[config.mk]
export PLATFORM = sky130hd
export DESIGN_NAME = apb_master_arb
export DESIGN_NICKNAME = d
export VERILOG_FILES = /design/src/rtl/apb_pkg.sv /design/src/rtl/apb_rr_arb2.sv /design/src/rtl/apb_master_arb.sv
export SDC_FILE = /design/constraint.sdc
export NUM_CORES = 1
export LEC_CHECK = 0
export CAP_MARGIN = 20
export CORE_ASPECT_RATIO = 0.5
export CORE_UTILIZATION = 43
export DETAILED_ROUTE_END_ITERATION = 7
export PLACE_DENSITY_LB_ADDON = 0.15
export RECOVER_POWER = 100
export SLEW_MARGIN = 5
export SYNTH_ARGS = -nofsm -noshare
export SYNTH_HDL_FRONTEND = slang
export SYNTH_SLANG_ARGS = --single-unit
export TNS_END_PERCENT = 20
[constraint.sdc]
create_clock -name clk -period 1.8 [get_ports clk]
set_input_delay 0.27 -clock clk [delete_from_list [all_inputs] [get_ports clk]]
set_output_delay 0.27 -clock clk [all_outputs]
set_load 0.01 [all_outputs]
[src/rtl/apb_pkg.sv]
// Shared types and default bus widths for the two-requester APB master.
package apb_pkg;

  typedef enum logic [1:0] {
    IDLE   = 2'd0,
    SETUP  = 2'd1,
    ACCESS = 2'd2
  } apb_state_e;

  localparam int APB_AW = 32;
  localparam int APB_DW = 32;

endpackage

[src/rtl/apb_rr_arb2.sv]
// Two-way round-robin arbiter: combinational grant, pointer updates only on acceptance.
// A lone requester always wins; on a tie the one not granted last wins.
module apb_rr_arb2 (
  input  logic       clk,
  input  logic       rst_n,
  input  logic [1:0] req,
  input  logic       accept,
  output logic [1:0] grant
);

  logic last_q, last_d;

  always_comb begin
    grant = 2'b00;
    case (req)
      2'b01:   grant = 2'b01;
      2'b10:   grant = 2'b10;
      2'b11:   grant = last_q ? 2'b01 : 2'b10;
      default: grant = 2'b00;
    endcase
    last_d = last_q;
    if (accept && (grant != 2'b00)) begin
      last_d = grant[1];
    end
  end

  // Reset points at requester 1 so requester 0 wins the first tie.
  always_ff @(posedge clk or negedge rst_n) begin
    if (!rst_n) begin
      last_q <= 1'b1;
    end else begin
      last_q <= last_d;
    end
  end

endmodule

[src/rtl/apb_master_arb.sv]
// Arbitrates two requesters onto one APB master port, one transfer in flight.
// Accept at T, SETUP T+1, ACCESS T+2.., rsp pulse the first IDLE cycle after; requests wait while busy.
module apb_master_arb
  import apb_pkg::*;
#(
  parameter int unsigned TIMEOUT = 256,
  parameter int unsigned AW      = APB_AW,
  parameter int unsigned DW      = APB_DW
) (
  input  logic          clk,
  input  logic          rst_n,
  input  logic          r0_req_vld,
  output logic          r0_req_rdy,
  input  logic [AW-1:0] r0_req_addr,
  input  logic          r0_req_wr,
  input  logic [DW-1:0] r0_req_wdata,
  output logic          r0_rsp_vld,
  output logic [DW-1:0] r0_rsp_rdata,
  output logic          r0_rsp_err,
  input  logic          r1_req_vld,
  output logic          r1_req_rdy,
  input  logic [AW-1:0] r1_req_addr,
  input  logic          r1_req_wr,
  input  logic [DW-1:0] r1_req_wdata,
  output logic          r1_rsp_vld,
  output logic [DW-1:0] r1_rsp_rdata,
  output logic          r1_rsp_err,
  output logic          m_psel,
  output logic          m_penable,
  output logic [AW-1:0] m_paddr,
  output logic          m_pwrite,
  output logic [DW-1:0] m_pwdata,
  input  logic [DW-1:0] m_prdata,
  input  logic          m_pready,
  input  logic          m_pslverr
);

  localparam int unsigned CW = (TIMEOUT > 0) ? $clog2(TIMEOUT + 1) : 1;

  apb_state_e    state_q, state_d;
  logic          owner_q, owner_d;
  logic [AW-1:0] paddr_q, paddr_d;
  logic          pwrite_q, pwrite_d;
  logic [DW-1:0] pwdata_q, pwdata_d;
  logic [CW-1:0] cnt_q, cnt_d;
  logic [1:0]    rsp_vld_q, rsp_vld_d;
  logic [DW-1:0] r0_rdata_q, r0_rdata_d, r1_rdata_q, r1_rdata_d;
  logic          r0_err_q, r0_err_d, r1_err_q, r1_err_d;

  logic [1:0]    req;
  logic [1:0]    grant;
  logic          idle;
  logic          accept;
  logic          tmo;
  logic [DW-1:0] rdata_c;
  logic          err_c;

  assign req    = {r1_req_vld, r0_req_vld};
  assign idle   = (state_q == IDLE);
  assign accept = idle && (grant != 2'b00);

  apb_rr_arb2 u_arb (
    .clk    (clk),
    .rst_n  (rst_n),
    .req    (req),
    .accept (accept),
    .grant  (grant)
  );

  // The grant only exists for an asserted request, so rdy implies vld.
  assign r0_req_rdy = idle && grant[0];
  assign r1_req_rdy = idle && grant[1];

  assign tmo = (TIMEOUT != 0) && (cnt_q == CW'(TIMEOUT)) && !m_pready;

  always_comb begin
    state_d    = state_q;
    owner_d    = owner_q;
    paddr_d    = paddr_q;
    pwrite_d   = pwrite_q;
    pwdata_d   = pwdata_q;
    cnt_d      = cnt_q;
    rsp_vld_d  = 2'b00;
    r0_rdata_d = r0_rdata_q;
    r0_err_d   = r0_err_q;
    r1_rdata_d = r1_rdata_q;
    r1_err_d   = r1_err_q;
    rdata_c    = '0;
    err_c      = 1'b0;

    case (state_q)
      IDLE: begin
        if (accept) begin
          state_d  = SETUP;
          owner_d  = grant[1];
          paddr_d  = grant[1] ? r1_req_addr  : r0_req_addr;
          pwrite_d = grant[1] ? r1_req_wr    : r0_req_wr;
          pwdata_d = grant[1] ? r1_req_wdata : r0_req_wdata;
        end
      end
      SETUP: begin
        state_d = ACCESS;
        cnt_d   = CW'(1);
      end
      ACCESS: begin
        if (m_pready || tmo) begin
          // A timed-out transfer reports an error with zero data.
          rdata_c            = (m_pready && !pwrite_q) ? m_prdata : '0;
          err_c              = m_pready ? m_pslverr : 1'b1;
          state_d            = IDLE;
          cnt_d              = '0;
          rsp_vld_d[owner_q] = 1'b1;
          if (owner_q) begin
            r1_rdata_d = rdata_c;
            r1_err_d   = err_c;
          end else begin
            r0_rdata_d = rdata_c;
            r0_err_d   = err_c;
          end
        end else begin
          cnt_d = cnt_q + CW'(1);
        end
      end
      default: begin
        state_d = IDLE;
      end
    endcase
  end

  always_ff @(posedge clk or negedge rst_n) begin
    if (!rst_n) begin
      state_q    <= IDLE;
      owner_q    <= 1'b0;
      paddr_q    <= '0;
      pwrite_q   <= 1'b0;
      pwdata_q   <= '0;
      cnt_q      <= '0;
      rsp_vld_q  <= 2'b00;
      r0_rdata_q <= '0;
      r0_err_q   <= 1'b0;
      r1_rdata_q <= '0;
      r1_err_q   <= 1'b0;
    end else begin
      state_q    <= state_d;
      owner_q    <= owner_d;
      paddr_q    <= paddr_d;
      pwrite_q   <= pwrite_d;
      pwdata_q   <= pwdata_d;
      cnt_q      <= cnt_d;
      rsp_vld_q  <= rsp_vld_d;
      r0_rdata_q <= r0_rdata_d;
      r0_err_q   <= r0_err_d;
      r1_rdata_q <= r1_rdata_d;
      r1_err_q   <= r1_err_d;
    end
  end

  assign m_psel       = (state_q != IDLE);
  assign m_penable    = (state_q == ACCESS);
  assign m_paddr      = paddr_q;
  assign m_pwrite     = pwrite_q;
  assign m_pwdata     = pwdata_q;
  assign r0_rsp_vld   = rsp_vld_q[0];
  assign r1_rsp_vld   = rsp_vld_q[1];
  assign r0_rsp_rdata = r0_rdata_q;
  assign r0_rsp_err   = r0_err_q;
  assign r1_rsp_rdata = r1_rdata_q;
  assign r1_rsp_err   = r1_err_q;

endmodule

### After elaboration in Yosys (flattened, before gate mapping)

Index checks and enable logic that the tools add are counted.

* register bits after elaboration: 146
* output and inout bits: 137
* input bits: 168
* word-level logic and storage cells: 58

* reductions and logical operators: 18
* multiplexer cells: 16
* add/subtract/negate cells: 1
* equality and inequality tests: 8
* order comparisons: 2
* bitwise gates (word level): 1

Operator list (number)
* $mux W32: 3
* $pmux W9 S2: 1
* $pmux W2 S3: 2
* $mux W2: 5
* $add A9 B1 Y9 const B: 1
* $eq A9 B9 Y1 const B: 1
* $mux W9: 1
* $logic_and A1 B1 Y1: 7
* $eq A2 B2 Y1 const B: 3
* $reduce_and A3 Y1: 2
* $reduce_bool A2 Y1: 3
* $eq A2 B1 Y1 const B: 2
* $ne A2 B1 Y1 const B: 2
* $reduce_and A2 Y1: 2
* $mux W1: 3
* $logic_not A1 Y1: 2
* $logic_not A2 Y1: 1
* $lt A1 B2 Y1 const B: 1
* $demux W1 S1: 1
* $ge A1 B1 Y1 const B: 1
* $logic_or A1 B1 Y1: 1
* $not A1 Y1: 1

### Longest topological paths before layout

Gate-level depths: netlist (run 1).

* depth in word-level cells: 6
* gate-level depth with buffers: 8

### Cells and area by module

Synthesis (run 1) repeated with hierarchy kept, for this count alone.

* cell total of the unflattened synthesis: 522
* area, all modules: 6197.2 µm²

By module, submodules not included
* apb_master_arb: cells an instance 516, instances 1, seq. area each 3628.5 µm², area each 6140.9 µm²
* apb_rr_arb2: cells an instance 6, instances 1, seq. area each 26.3 µm², area each 56.3 µm²

### Worst setup path after synthesis (run 1)

No wires, ideal clock.

* kind: reg-to-reg
* from: register state_q[0]
* to: register r0_rdata_q[22], in the netlist r0_rsp_rdata[22]
* setup slack: 0.084 ns
* arrival time: 1.594 ns
* cell stages (with the launch flop): 9
* clock period less this slack: 1.716 ns
* path buffers: 3
* setup time: 0.122 ns
* data required time: 1.678 ns
* path through: dfrtp_1 -> inv_1 -> ha_1 -> buf_2 -> and4bb_2 -> buf_4 -> buf_4 -> a21oi_1 -> a21oi_2

* cells in the longest elaborated chain, start to end: 2

RTL lines
* start, declared: RTL line apb_master_arb.sv:40 `apb_state_e state_q, state_d;`
* start signal, assigned: RTL line apb_master_arb.sv:144 `state_q <= state_d;`
* $eq A2 B2 Y1
* net m_penable: RTL line apb_master_arb.sv:29 `output logic m_penable,`
* $reduce_and A3 Y1 (no source line)
* end signal, assigned: RTL line apb_master_arb.sv:151 `r0_rdata_q <= r0_rdata_d;`
* end, declared: RTL line apb_master_arb.sv:47 `logic [DW-1:0] r0_rdata_q, r0_rdata_d, r1_rdata_q, r1_rdata_d;`

The timed path passes the listed nets, and every way through them passes these cells.
A chain may end at the register's enable or synchronous reset.

### Worst setup path after layout (run 1)

* from: register u_arb.last_q
* to: output port r1_req_rdy

* cells in the longest elaborated chain, start to end: 3

RTL lines
* start, declared: RTL line apb_rr_arb2.sv:11 `logic last_q, last_d;`
* start signal, assigned: RTL line apb_rr_arb2.sv:32 `last_q <= last_d;`
* $mux W2: RTL line apb_rr_arb2.sv:18 `2'b11: grant = last_q ? 2'b01 : 2'b10;`
* $pmux W2 S3: RTL line apb_rr_arb2.sv:15 `case (req)`
* $logic_and A1 B1 Y1: RTL line apb_master_arb.sv:72 `assign r1_req_rdy = idle && grant[1];`
* end, declared: RTL line apb_master_arb.sv:21 `output logic r1_req_rdy,`

No other way between the ends.

==> results.ini, run 1 <==
[routing]
wl_met1_um=8440
drt_pass1_iterations=4
wire_per_inst_um=17.1
ant_nets=0
maxUsedRoutingLayer=met4
dr_wl_met3_um=1560
met2_length_um=10400
route.detailed.drc=0
vias=6287
vias_per_cell=5.18
routed_wl_um=20800
first_iter_violations=408

[sta]
maxSlewHeadroom=0.208
fin_worst_skew_ns=0.00959
rsz0062_at_grt=no
fin_crit_sh=0.963
hold_slack_ns=0.473
tightestPinTransition_ns=1.19
post-route-min-period_ns=1.73
max_freq_ghz=0.577
hold_viol=0
slew_viol_final=0
setup_viol=0
setup_slack_ns=0.0665

[floorplan]
core_area_um2=15700
rows=32
initial_utilization=0.449
die_height_um=92.6
pin_count=305
dieArea_um2=16900
die_x_um=183

[global_route]
grt_max_degree=49
grt-ovfl-total=0
grtUsageTotal=0.252
grt_first_pass_wirelength_um=33000
grt_antenna_before_repair=0
grt_pass1_vias=6234

[clock_network]
cts_buffers=17
htreeDepth=4
worstSkewPairLatency_ns=0.42
cts_root_buffer=clkbuf_16
clock-sinks=146
clk_pin_slew_ns=0.06
cts_tree=built
cts_max_path_buffers=2

[critical_path]
critPathKind=flop to output pin
worstSetupStartpoint=u_arb.last_q
max_stage_delay_ns=0.58
crit_fanout=4
r2r-start=cnt_q[1]
critPathCaptureType=output pin
regToRegSetupSlack_ns=0.12
critPathLaunchType=flop
crit_chain=a21boi_4, and2_1, clkdlybuf4s15_1
worstPathRequired_ns=1.53
cp_slowest_cell=dfstp_2
cp.arrival_ns=1.46

[logic_synthesis]
syn_area_um2=7050
synth_top_area_frac=0.514
synth_edf_count=0
syn_inst=668
synthArstFlopShare=1.00
synth_area_per_cell_um2=10.6
synth_nets=841
yosysTopAreaCell=dfrtp_1
synth_top_cells_by_count=dfrtp_1, a21oi_1, nand2_1
synthTopCellsByArea=dfrtp_1, a21oi_1, mux2i_1
ys_types=45
synth_seq_area_share=0.518
ys_warn_count=0
yosysMostFrequentCell=dfrtp_1
synth_ff_type=dfrtp_1
synth_seq_cells=146

[hold_path]
hold_path_class=input port to flop
hold_start=r0_req_addr[24]

[pwr]
total_power_mw=16.0
powerDensity_nw_per_um2=1470
ir_drop_uv=762
power.leakage_nw=4.89

[placed_design]
io_buffers=304
pre_cts_ws_ns=-0.0981
dp_cells=1181
globalplace.congestion=0.787
hpwlAfterDp_um=15000
placed_area_um2=10500

[layout]
syn_to_final_growth_pct=53.8
diodes=0
stdcell_area_um2=10900
drive_gt1_frac=0.0978
nNetsFinal=1154
instances_no_fill=1213

[outcome]
status=completed

[job]
maxCapViolCount=0

path summary, 6_finish.rpt:
check,end,cells past startpoint
min reg2reg,m_pwdata[25],2
min in group asynchronous,m_pwdata[27],2
max in group asynchronous,m_pwdata[17],3
max,r1_req_rdy,3
max reg2reg,cnt_q[7],7
min,m_paddr[24],3
metal layers:
| metal | vias up | GRT usage |
|---|---|---|
| li1 | 3024 | - |
| met1 | 3024 | 0.299 |
| met2 | 207 | 0.427 |
| met3 | 32 | 0.0936 |
| met4 | 0 | 0.0750 |
| met5 | - | 0 |
sequential cells by signal, summed over array words and instances (netlist names):
name and flops:
m_paddr 32, m_pwdata 32, r0_rsp_rdata 32, r1_rsp_rdata 32, cnt_q 9, rsp_vld_q 2
state_q 2, m_pwrite 1, owner_q 1, r0_rsp_err 1, r1_rsp_err 1, u_arb.last_q 1
cell families after synthesis:
family	share of synthesized area
xor gates and xnor gates	0.00124
adders and majority gates	0.00887
DFF	0.518
and+or+nand+nor	0.0736
AOI/OAI and AO/OA	0.242
buffers and inverters	0.0626
muxes	0.0937
power breakdown:
part | total [mW] | internal, mW | switching (mW)
clock | 3.51 | 2.12 | 1.38
combinational | 7.07 | 3.58 | 3.49
sequential | 5.39 | 4.65 | 0.734
stage by stage:
stage           util  setup TNS, ns
3_3_place_gp   0.669         -0.413
5_1_grt        0.691              0
4_1_cts        0.708      -0.000762
6_report       0.691              0
3_5_place_dp   0.669          -1.60
2_1_floorplan      -              0
worst max-delay path: cells and delay by family (launching register included):
family	cells	cell delay, ns
AO/OA/AOI/OAI	1	0.06
AND/OR/NAND/NOR	1	0.17
buffers and inverters	1	0.23
flip-flops	1	0.58
placed cells by master (no fill, tap or decap), types with 5 or more instances in the layout:
cell / count
dlygate4sd3_1: 133
nand3_1: 5
a21oi_1: 185
mux2i_1: 66
a21oi_2: 11
nand2_1: 73
clkdlybuf4s50_1: 167
buf_4: 24
inv_1: 6
dfrtp_1: 145
clkbuf_16: 17
o21ai_1: 18
o21ai_0: 53
buf_12: 10
layout make-up:
class,instances,area (um2)
Fill cell,1234,4840
Sequential cell,146,3650
Timing Repair Buffer,346,3490
Multi-Input combinational cell,462,2820
Clock buffer,20,467
Tap cell,221,277
Clock inverter,10,110
Inverter,8,30.0
what timing repair did:
item	CTS	global route
setup buffers	0	1
setup endpoints to repair	4	4
pin swaps	1	0
hold buffers	1	0
hold endpoints to repair	43	0
resized for setup	16	2
No activity file was read; power rests on OpenSTA's default activity.
==> run 2, diff against run 1 <==
--- a/config.mk
+++ b/config.mk
@@ -11,6 +11,7 @@
 export DETAILED_ROUTE_END_ITERATION = 7
 export PLACE_DENSITY_LB_ADDON = 0.15
 export RECOVER_POWER = 100
+export REMOVE_ABC_BUFFERS = 1
 export SLEW_MARGIN = 5
 export SYNTH_ARGS = -nofsm -noshare
 export SYNTH_HDL_FRONTEND = slang
==> run 2 against run 1 <==
  * Sequential share of layout area increased by 0.058 points
  * Cell count about the same
  * Total power decreased by 0.51%
  * Register-to-register slack got worse by 0.04 ns
  * Via count decreased by 0.78%
  * Largest cell class unchanged
  * First-iteration DRC count decreased by 35%
  * Highest routed layer is now met5
  * Critical path depth increased by 2
==> results.ini, run 2 (synthesized netlist as in run 1, its figures left out) <==
[outcome]
status=completed

[global_route]
grt_pass1_vias=6234
grt-ovfl-total=0
grt_first_pass_wirelength_um=32700
grt_antenna_before_repair=2
grtUsageTotal=0.248
grt_max_degree=50

[placed_design]
dp_cells=1176
globalplace.congestion=0.811
io_buffers=304
placed_area_um2=10500
pre_cts_ws_ns=-0.0885
hpwlAfterDp_um=14700

[clock_network]
htreeDepth=4
clock-sinks=146
clk_pin_slew_ns=0.06
cts_tree=built
worstSkewPairLatency_ns=0.42
cts_max_path_buffers=2
cts_buffers=17
cts_root_buffer=clkbuf_16

[pwr]
power_switching_mw=5.70
pwr-share-clk=0.222
total_power_mw=15.9
p_seq_frac=0.340
powerDensity_nw_per_um2=1470
swShare=0.359
ir_drop_uv=795
p_comb_frac=0.438
p_int_mw=10.2
power.leakage_nw=4.87

[sta]
fin_worst_skew_ns=0.0127
setup_slack_ns=0.0758
rsz0062_at_grt=no
maxSlewHeadroom=0.367
post-route-min-period_ns=1.72
hold_slack_ns=0.470
fin_crit_sh=0.958
hold_viol=0
tightestPinTransition_ns=0.949
tns_ns=0
setup_viol=0
slew_viol_final=0
max_freq_ghz=0.580

[critical_path]
cp.arrival_ns=1.45
crit_chain=inv_2, ha_2, buf_4, and2_1, clkbuf_2
max_stage_delay_ns=0.39
critPathLaunchType=flop
endpoint=r1_req_rdy
worstPathRequired_ns=1.53
critPathCaptureType=output pin
rr_worst_depth=6
critPathKind=flop to output pin
cp_slowest_cell=dfrtp_1
r2r-start=cnt_q[0]
worstSetupStartpoint=state_q[0]
regToRegSetupSlack_ns=0.08
crit_fanout=4
r2r-end=r0_rsp_rdata[26]

[routing]
drt_pass1_iterations=4
vias_per_cell=5.15
met2_length_um=9770
routed_wl_um=20700
ant_nets=0
vias=6238
first_iter_violations=265
wl_met1_um=8850
dr_wl_met3_um=1440
wire_per_inst_um=17.1
maxUsedRoutingLayer=met5
route.detailed.drc=0

[floorplan]
rows=32
initial_utilization=0.449
die_x_um=183
pin_count=305
dieArea_um2=16900
die_height_um=92.6
core_area_um2=15700

[layout]
drive_gt1_frac=0.100
multi_input_area_um2=2830
final_cell_mix=a21oi_1, clkdlybuf4s50_1, dfrtp_1, dlygate4sd3_1, nand2_1
syn_to_final_growth_pct=53.6
postLayoutCoreUtil=0.690
stdcell_area_um2=10800
layout_commonest_cell=a21oi_1
nFillCells=1283
regArea_um2=3650
nNetsFinal=1150
instances_no_fill=1212

[hold_path]
hold_path_class=input port to flop

[job]
maxCapViolCount=0

==> run 2: changes by cell type in the layout (fill, tap and decap cells not counted), moves of 3 or more <==
cell      before  now
o21ai_1       18   10
clkinv_2       4    1
a21oi_1      185  180
a21oi_2       11   16
clkinv_4       0    3
clkbuf_2       1    5
buf_4         24   16
inv_6          0    3
o21ai_0       53   61
==> run 2: area by class of cell <==
cell class,count,share of cell area
Sequential cell,146,0.337
Clock inverter,12,0.0112
Antenna cell,1,0.000231
Multi-Input combinational cell,462,0.261
Tap cell,221,0.0255
Clock buffer,20,0.0431
Inverter,8,0.00277
Timing Repair Buffer,342,0.319
==> run 2: repair_timing <==
action,in CTS,in global routing
setup endpoints to repair,4,4
resized for setup,15,1
hold buffers,1,0
pin swaps,0,1
setup buffers,0,2
hold endpoints to repair,33,0
==> run 2: layer usage <==
layer  up-vias  global-route usage
li1       3013                   -
met1      2978               0.302
met2       200               0.408
met3        45              0.0802
met4         2               0.101
met5         -                   0
==> run 2: worst min-delay path by stage <==
stage / start / to / slack, ns / cells past startpoint
5_1_grt: r0_req_addr[3] / m_paddr[3] / 0.48 / 3
3_5_place_dp: rst_n / m_paddr[22] / 0.20 / 1
3_3_place_gp: rst_n / m_paddr[22] / 0.20 / 1
2_1_floorplan: rst_n / cnt_q[0] / -0.03 / 0
6_report: r0_req_addr[3] / m_paddr[3] / 0.47 / 3
4_1_cts: rst_n / m_paddr[22] / 0.31 / 2
==> run 2: critical path, delay by kind of cell (launching register included) <==
kind          cells  cell delay, ns
flops             1            0.39
buf+inv           3            0.34
fa+ha+maj         1            0.19
simple gates      1            0.13
==> run 2: power by group through the flow <==
stage / Clock, mW / Combinational (mW) / Sequential (mW)
CTS: 3.60 / 7.82 / 5.48
global placement: 0 / 7.64 / 5.47
finish: 3.53 / 6.95 / 5.41
detailed placement: 0 / 7.80 / 5.49
global route: 3.76 / 7.61 / 5.60
floorplan: 0 / 2.68 / 6.10
==> run 3, diff against run 2 <==
--- a/config.mk
+++ b/config.mk
@@ -7,10 +7,11 @@
 export LEC_CHECK = 0
 export CAP_MARGIN = 20
 export CORE_ASPECT_RATIO = 0.5
-export CORE_UTILIZATION = 43
+export CORE_UTILIZATION = 35
+export CTS_CLUSTER_SIZE = 25
 export DETAILED_ROUTE_END_ITERATION = 7
 export PLACE_DENSITY_LB_ADDON = 0.15
-export RECOVER_POWER = 100
+export RECOVER_POWER = 25
 export REMOVE_ABC_BUFFERS = 1
 export SLEW_MARGIN = 5
 export SYNTH_ARGS = -nofsm -noshare
==> run 3 against run 2 <==
  * Sequential power increased by 0.7%
  * Fmax down 0.49%
  * Die area rose by 22%
  * Worst setup slack got worse by 0.0085 ns
  * Utilization is 13 points lower
  * Clock skew rose by 0.0013 ns
  * Critical path depth fell by 2
  * Via count shrank 2.1%
  * Global-route usage is 4.6 points lower
  * Sequential share of layout area decreased by 0.63 points
  * Total power is 4.5% higher
==> results.ini, run 3 (synthesized netlist as in run 1, its figures left out) <==
[outcome]
status=completed

[layout]
postLayoutCoreUtil=0.563
final_cell_mix=clkdlybuf4s50_1, dfrtp_1, a21oi_1, nand2_1, mux2i_1
syn_to_final_growth_pct=56.5
layout_commonest_cell=clkdlybuf4s50_1
diodes=0
nFillCells=1759
instances_no_fill=1254
nNetsFinal=1148
drive_gt1_frac=0.145
stdcell_area_um2=11000

[routing]
routed_wl_um=21000
first_iter_violations=191
route.detailed.drc=0
drt_pass1_iterations=6
ant_nets=0
wire_per_inst_um=16.7
vias=6109
vias_per_cell=4.87

[pwr]
power.leakage_nw=4.63
ir_drop_uv=821
powerDensity_nw_per_um2=1500

[sta]
tightestPinTransition_ns=1.20
fin_crit_sh=0.963
fin_worst_skew_ns=0.0140
post-route-min-period_ns=1.73
setup_viol=0
hold_slack_ns=0.464
max_freq_ghz=0.577
maxSlewHeadroom=0.202
hold_viol=0
rsz0062_at_grt=no
slew_viol_final=0

[global_route]
grt_pass1_vias=6153
grt-ovfl-total=0
grt_max_degree=69
grtUsageTotal=0.202
grt_first_pass_wirelength_um=32700
grt_antenna_before_repair=0

[hold_path]
worstHoldPathCells=3
hold_path_class=input port to flop

[critical_path]
critPathLaunchType=flop
critPathCaptureType=output pin
worstPathRequired_ns=1.53
cp.arrival_ns=1.46
rr_worst_depth=7
crit_fanout=4
critPathKind=flop to output pin

[placed_design]
dp_cells=1219
io_buffers=304
hpwlAfterDp_um=15100
globalplace.congestion=0.779
placed_area_um2=10400

[clock_network]
cts_tree=built
cts_max_path_buffers=2
cts_root_buffer=clkbuf_16
htreeDepth=4
clock-sinks=146
cts_buffers=17
worstSkewPairLatency_ns=0.42
clk_pin_slew_ns=0.07

[floorplan]
dieArea_um2=20800
die_x_um=203
initial_utilization=0.360
core_area_um2=19600
rows=36
pin_count=305
die_height_um=102

[job]
maxCapViolCount=0

run 3: cell types whose count changed in the layout (fill, tap and decap cells not counted), sizes merged:
| cell | previous run | this run |
|---|---|---|
| clkdlybuf4s50 | 167 | 299 |
| dlygate4sd3 | 133 | 1 |
| clkbuf | 29 | 21 |
| buf | 32 | 36 |
| inv | 12 | 9 |
| clkinv | 4 | 6 |
| bufinv | 1 | 2 |
| clkdlybuf4s15 | 0 | 1 |
| clkinvlp | 3 | 4 |
| diode | 1 | 0 |
run 3: cell type report:
type	count	area, um2	share of cell area
clock buffer	19	433	0.0392
clock inverter	13	136	0.0124
inverter	8	30.0	0.00272
multi-input combinational	462	3010	0.272
sequential	146	3650	0.331
tap	266	333	0.0302
timing repair buffer	340	3440	0.312
run 3: worst paths after layout:
path	start	endpoint	slack, ns
max in group asynchronous	rst_n	m_pwdata[30]	0.27
min	r0_req_addr[22]	m_paddr[22]	0.46
min in group asynchronous	rst_n	r1_rsp_rdata[20]	0.63
max reg2reg	cnt_q[0]	cnt_q[7]	0.09
max	u_arb.last_q	r1_req_rdy	0.07
min reg2reg	m_paddr[3]	m_paddr[3]	0.48
run 3: per-stage QoR:
stage | power [mW] | setup TNS, ns | setup WS [ns]
floorplan | 8.78 | -391.43 | -5.65
global placement | 13.0 | -0.518 | -0.0830
detailed placement | 13.2 | -1.64 | -0.111
CTS | 16.8 | -0.00534 | -0.00534
global route | 17.7 | 0 | 0.00991
finish | 16.6 | 0 | 0.0673
run 3: power by group:
group          switching [mW]  internal, mW
logic                    3.63          4.06
clock network            1.43          2.04
registers               0.793          4.65
run 3: routing by layer:
layer | part of all wire | global-route usage | wire (um) | up-vias
met5 | 0 | 0 | 0 | -
met3 | 0.074 | 0.0692 | 1560 | 32
met4 | 0.020 | 0.0706 | 412 | 0
li1 | - | - | - | 3002
met1 | 0.42 | 0.244 | 8860 | 2893
met2 | 0.48 | 0.340 | 10200 | 182
run 3: timing repair:
| item | in CTS | in global routing |
|---|---|---|
| buffers inserted | 0 | 2 |
| pin swaps | 0 | 0 |
| resized for setup | 15 | 2 |
| hold buffers | 1 | 0 |
| endpoints found under the hold margin | 38 | 0 |
| setup endpoints to repair | 4 | 2 |
run 3: critical path, cell delays in order, from the launching register on:
cell and delay [ns]:
dfstp_2 0.59, a21boi_4 0.07, and2_1 0.16, clkdlybuf4s15_1 0.22
